===== config.mk =====
export PLATFORM = sky130hd
export DESIGN_NAME = pc_sequencer
export DESIGN_NICKNAME = d
export VERILOG_FILES = /design/src/rtl/pc_seq_pkg.sv /design/src/rtl/num_to_pc.sv /design/src/rtl/pc_sequencer.sv
export SDC_FILE = /design/constraint.sdc
export NUM_CORES = 1
export LEC_CHECK = 0
export ABC_CLOCK_PERIOD_IN_PS = 4400
export CORE_MARGIN = 4
export CORE_UTILIZATION = 26
export CTS_CLUSTER_SIZE = 28
export DETAILED_ROUTE_END_ITERATION = 7
export GPL_ROUTABILITY_DRIVEN = 0
export GPL_TIMING_DRIVEN = 0
export PLACE_DENSITY = 0.57
export SLEW_MARGIN = 25
export SYNTH_ARGS = -nofsm -noshare
export SYNTH_HDL_FRONTEND = slang
export SYNTH_SLANG_ARGS = --single-unit

===== constraint.sdc =====
create_clock -name Clk -period 4.4 [get_ports Clk]
set_clock_uncertainty 0.15 [all_clocks]
set_input_delay 0.44 -clock Clk [delete_from_list [all_inputs] [get_ports Clk]]
set_output_delay 0.44 -clock Clk [all_outputs]
set_load 0.05 [all_outputs]

===== src/rtl/pc_seq_pkg.sv =====
// Shared types and constants for the program-counter sequencer.
package pc_seq_pkg;

  // Sequencer control states.
  typedef enum logic [1:0] {
    IDLE   = 2'd0,
    RUN    = 2'd1,
    HALTED = 2'd2
  } state_e;

  // Default byte increment per sequential instruction.
  localparam logic [31:0] PC_STEP = 32'd4;

  // Largest instruction number that maps onto a 32-bit word address.
  localparam logic [31:0] MAX_TARGET = 32'h4000_0000;

endpackage : pc_seq_pkg


===== src/rtl/num_to_pc.sv =====
// Converts a 1-based instruction number into a word byte address and
// flags whether that number lies inside the addressable range.
module num_to_pc
  import pc_seq_pkg::*;
(
  input  logic [31:0] target_num_i,
  output logic [31:0] target_pc_o,
  output logic        target_ok_o
);

  // Inverse of instr = pc/4 + 1; numbers 0 and above MAX_TARGET are rejected.
  always_comb begin
    target_pc_o = (target_num_i - 32'd1) << 2;
    target_ok_o = (target_num_i != 32'd0) && (target_num_i <= MAX_TARGET);
  end

endmodule : num_to_pc


===== src/rtl/pc_sequencer.sv =====
// Program-counter sequencer: IDLE/RUN/HALTED control with stall, jump to
// instruction number, run-cycle counting and a rejected-jump pulse.
module pc_sequencer #(
  parameter logic [31:0] RESET_PC = 32'h0000_0000,  // must be word-aligned
  parameter logic [31:0] PC_STEP  = pc_seq_pkg::PC_STEP
) (
  input  logic        Clk,
  input  logic        Rst,
  input  logic        Start,
  input  logic        Stall,
  input  logic        Halt,
  input  logic        LoadEn,
  input  logic [31:0] TargetNum,
  output logic [31:0] PCOut,
  output logic [31:0] InstrNum,
  output logic [31:0] CycleCount,
  output logic        Running,
  output logic        Halted,
  output logic        BadTarget
);

  import pc_seq_pkg::*;

  localparam logic [31:0] RESET_INSTR = (RESET_PC >> 2) + 32'd1;

  state_e      state_q;
  logic [31:0] pc_q;
  logic [31:0] instr_q;
  logic [31:0] cycle_q;
  logic        running_q;
  logic        halted_q;
  logic        bad_q;

  logic [31:0] pc_inc_d;
  logic [31:0] instr_inc_d;
  logic [31:0] target_pc;
  logic        target_ok;

  num_to_pc u_num_to_pc (
    .target_num_i (TargetNum),
    .target_pc_o  (target_pc),
    .target_ok_o  (target_ok)
  );

  // Sequential successors; InstrNum wraps to 1 together with the PC wrap to 0.
  always_comb begin
    pc_inc_d    = pc_q + PC_STEP;
    instr_inc_d = (instr_q == MAX_TARGET) ? 32'd1 : instr_q + 32'd1;
  end

  // Control FSM with PC, counter and registered status outputs.
  // NOTE: every register here uses <= so all of them see pre-edge values of each other.
  always_ff @(posedge Clk) begin
    if (!Rst) begin
      state_q   <= IDLE;
      pc_q      <= RESET_PC;
      instr_q   <= RESET_INSTR;
      cycle_q   <= 32'd0;
      running_q <= 1'b0;
      halted_q  <= 1'b0;
      bad_q     <= 1'b0;
    end else begin
      bad_q <= 1'b0;
      unique case (state_q)
        IDLE: begin
          if (Start) begin
            state_q   <= RUN;
            running_q <= 1'b1;
          end
        end
        RUN: begin
          cycle_q <= cycle_q + 32'd1;
          if (Halt) begin
            state_q   <= HALTED;
            running_q <= 1'b0;
            halted_q  <= 1'b1;
          end else if (LoadEn && target_ok) begin
            pc_q    <= target_pc;
            instr_q <= TargetNum;
          end else begin
            // A rejected load falls through to the stall/increment rule.
            if (LoadEn) bad_q <= 1'b1;
            if (!Stall) begin
              pc_q    <= pc_inc_d;
              instr_q <= instr_inc_d;
            end
          end
        end
        HALTED: begin
          // Resume semantics: PC and counters are left untouched.
          if (Start) begin
            state_q  <= IDLE;
            halted_q <= 1'b0;
          end
        end
        default: begin
          state_q   <= IDLE;
          running_q <= 1'b0;
          halted_q  <= 1'b0;
        end
      endcase
    end
  end

  assign PCOut      = pc_q;
  assign InstrNum   = instr_q;
  assign CycleCount = cycle_q;
  assign Running    = running_q;
  assign Halted     = halted_q;
  assign BadTarget  = bad_q;

endmodule : pc_sequencer


==> reports/results.tsv <==
stage	metric	value	unit
synthesis	async_reset_ff_share	0	%
clocking	cts_buffer_depth	2	
power	p_comb_share	14.1	%
setup_path	crit_fanout	10	
clocking	h-tree-depth	3	
setup_path	crit_arrival	4080	ps
synthesis	yosys_warnings	0	
power	power.share.sequential	45.8	%
routing	drc	0	
clocking	clkSinkCount	99	
placed_design	numPortBuffers	132	
synthesis	ys_seq_area_share	30.9	%
synthesis	synth-adder-area-share	0.974	%
setup_path	cp_slowest_cell	nor4_4	
timing	tns	0	ps
synthesis	synth_top_family_by_area	simple AND/OR/NAND/NOR gates	
timing	period_share	91.6	%
floorplan	ios	137	
clocking	cts_root_buf	clkbuf_16	
final_layout	drive_above_1_share	6.18	%
clocking	cts_tree	yes	
power	swShare	30.1	%
routing	drtIter0Drc	935	
routing	vias	7228	
timing	rsz0062_at_grt	false	
grt	grt_max_degree	20	
timing	tightest_slew	915	ps
timing	fin_ws	372	ps
floorplan	fp.dieH	165	microns
setup_path	cp_cell_sequence	clkdlybuf4s50_1 -> inv_1 -> ha_1 -> nor4b_1 -> nand4_1 -> nor4_4 -> buf_2 -> buf_2 -> o211ai_1 -> o31ai_1 -> a21oi_1	
power	power_density	238	mW/mm^2
routing	wl_per_cell	20.8	microns
floorplan	rows	57	
min_path	min-delay-path-class	register to register	
setup_path	reg2reg_from	state_q[1]	
synthesis	netlist_area	0.00642	sq mm
timing	hold_viol	0	
setup_path	crit_required	4460	ps
routing	vias_per_cell	5.65	
synthesis	synth_area_per_cell	7.97	sq um
min_path	hold_start	Halted	
synthesis	synthMuxAreaShare	2.49	%
placed_design	dp_slack	90.6	ps
setup_path	max_stage_delay	790	ps
timing	fmax	248	MHz
synthesis	synth_seq_cells	99	
clocking	cts_hold_buf	0	
power	p_sw	0.603	mW
grt	grt_overflow	0	
clocking	insertion_delay	360	ps
power	clockPowerShare	40.0	%
routing	finalWirelength	26600	microns
grt	grt_pass1_wl	40700	microns
synthesis	yosys.area_share.simple	29.5	%
setup_path	start_kind	primary input	
timing	relSlewSlack	39.0	%
setup_path	critPathBufInv	4	
final_layout	area_delta_synth_final	31.5	%
floorplan	core-area	0.0243	sq mm
clocking	cts.clk_slew.worst_paths	70	ps
setup_path	critPathMostFrequentCell	buf_2	
routing	dr.pass1.iters	7	
synthesis	synthCells	806	
routing	ant_nets	0	
synthesis	ys_types	73	
floorplan	die-area	0.0273	sq mm
clocking	post_cts_resized	0	
timing	slew_violations	0	
synthesis	synth_xor_area_share	7.36	%
placed_design	place_hpwl	19800	microns
job	drv_cap	0	
final_layout	nNetsFinal	993	
floorplan	die_w	165	microns
setup_path	crit_family	simple AND/OR/NAND/NOR gates	
power	p_leak	2.68	nW
clocking	cts_setup_buffers	0	
power	ir_drop	134	uV
clocking	cts_made_buffers	9	
synthesis	synth_edf_count	0	
setup_path	worstSetupEndpointType	register	
power	p_int	1.40	mW
timing	setup_viol	0	
setup_path	startpoint	TargetNum[0]	
setup_path	crit_type	primary input to register	
grt	grt_use_total	19.2	%
timing	min_period	4030	ps
floorplan	start_util	26.4	%
run_status	status	completed	
grt	grt_pass1_vias	6822	
grt	antenna_found_initial	0	
final_layout	diodes	0	
synthesis	synth_compound_area_share	23.6	%
synthesis	synthFlopType	dfxtp_1	
==> cell usage after synthesis, types with 6 or more instances <==
cell type / count / area, sq um
nor2_1: 54 / 203
xnor2_1: 34 / 298
and2_1: 21 / 131
nand2_1: 62 / 233
nor3_1: 27 / 135
o21ai_0: 43 / 215
a21oi_1: 53 / 265
nand4_1: 31 / 194
clkbuf_1: 36 / 135
nand3_1: 36 / 180
and3_1: 13 / 81.3
dfxtp_1: 99 / 1980
and4_1: 11 / 96.3
mux2i_1: 16 / 160
or4_1: 10 / 75.1
buf_2: 8 / 40.0
a32o_1: 25 / 250
a31oi_1: 6 / 37.5
xor2_1: 20 / 175
o41ai_1: 6 / 52.6
o22ai_1: 12 / 75.1
or2_2: 6 / 37.5
inv_1: 11 / 41.3
o31ai_1: 13 / 97.6
or3_1: 10 / 62.6
nor4_1: 21 / 131
buf_6: 6 / 67.6
o21ai_1: 19 / 95.1
==> path summary, 6_finish.rpt <==
check	end	slack, ps	depth (start not counted)
setup reg to reg	InstrNum[7]	770	9
hold reg to reg	Halted	320	2
setup / recovery	PCOut[9]	370	11
hold / removal	Halted	320	2
==> power by group through the flow <==
stage	combinational (mW)	clock, mW	sequential [mW]
finish	0.283	0.803	0.920
global placement	0.276	0	0.941
CTS	0.277	0.822	0.920
floorplan	0.115	0	0.969
detailed placement	0.276	0	0.941
global route	0.296	0.867	0.922
==> tightest hold or removal path, delay by kind of cell, from the launching register on <==
family             cells  cell delay [ps]
AOI/OAI and AO/OA      1               50
and+or+nand+nor        1               50
DFF                    1              320
==> flip-flops by register name, summed over array words and instances, names as in the netlist <==
signal	count
CycleCount	32
state_q	2
Halted	1
BadTarget	1
PCOut	30
Running	1
InstrNum	32
==> placed cells by master (no fill, tap or decap), drive strengths merged, types with 5 or more instances in the layout <==
cell	n
and4	11
nor3b	5
o41ai	6
nor2	54
or4	12
nand2	62
nand3	36
a211oi	5
nor3	27
clkbuf	45
o22ai	12
o21ai	63
or3	10
o31ai	13
xor2	20
xnor2	34
a31oi	6
o221a	5
a21oi	53
a32o	25
and2	21
ha	5
buf	22
or2	7
nor4	23
clkdlybuf4s50	132
mux2i	16
and3	13
a221oi	7
inv	16
dfxtp	99
nand4	31
==> cell families (layout without fill, tap and decap cells) <==
group	after synthesis	after routing
XOR/XNOR	54	54
multiplexers	16	16
flip-flops	99	99
buffers and inverters	69	217
AND/OR/NAND/NOR	339	339
other	1	2
AO/OA/AOI/OAI	223	223
adder cells (fa/ha/maj)	5	5
==> metrics by stage <==
stage | cell area [sq um] | std cells | power (mW) | hold slack (ps) | util [%]
final | 8440 | 1279 | 2.01 | 321 | 34.7
after CTS | 8440 | 1279 | 2.02 | 325 | 34.7
after global routing | 8440 | 1279 | 2.08 | 348 | 34.7
after detailed placement | 8150 | 1263 | 1.22 | 315 | 33.5
after floorplan | 6430 | 807 | 1.08 | 339 | -
after global placement | 8150 | 1263 | 1.22 | 316 | 33.5
==> layout make-up <==
class                   count  area (sq um)
multi-input cells         639          4110
flip-flops and latches     99          1980
plain buffers              58           292
fillers                  2562         15900
clock buffers               9           225
inverters                  11          41.3
repair buffers            132          1320
well taps                 324           405
clock inverters             7          66.3
==> per-layer routing <==
metal  wire [microns]  share of wire (%)  GRT usage (%)
met5                0                  0              0
met4              972                3.6           7.22
met3             2190                8.2           3.43
met2            11500                 43           28.9
met1            12000                 45           27.3
Note: power is estimated with default switching activity, not from simulation.
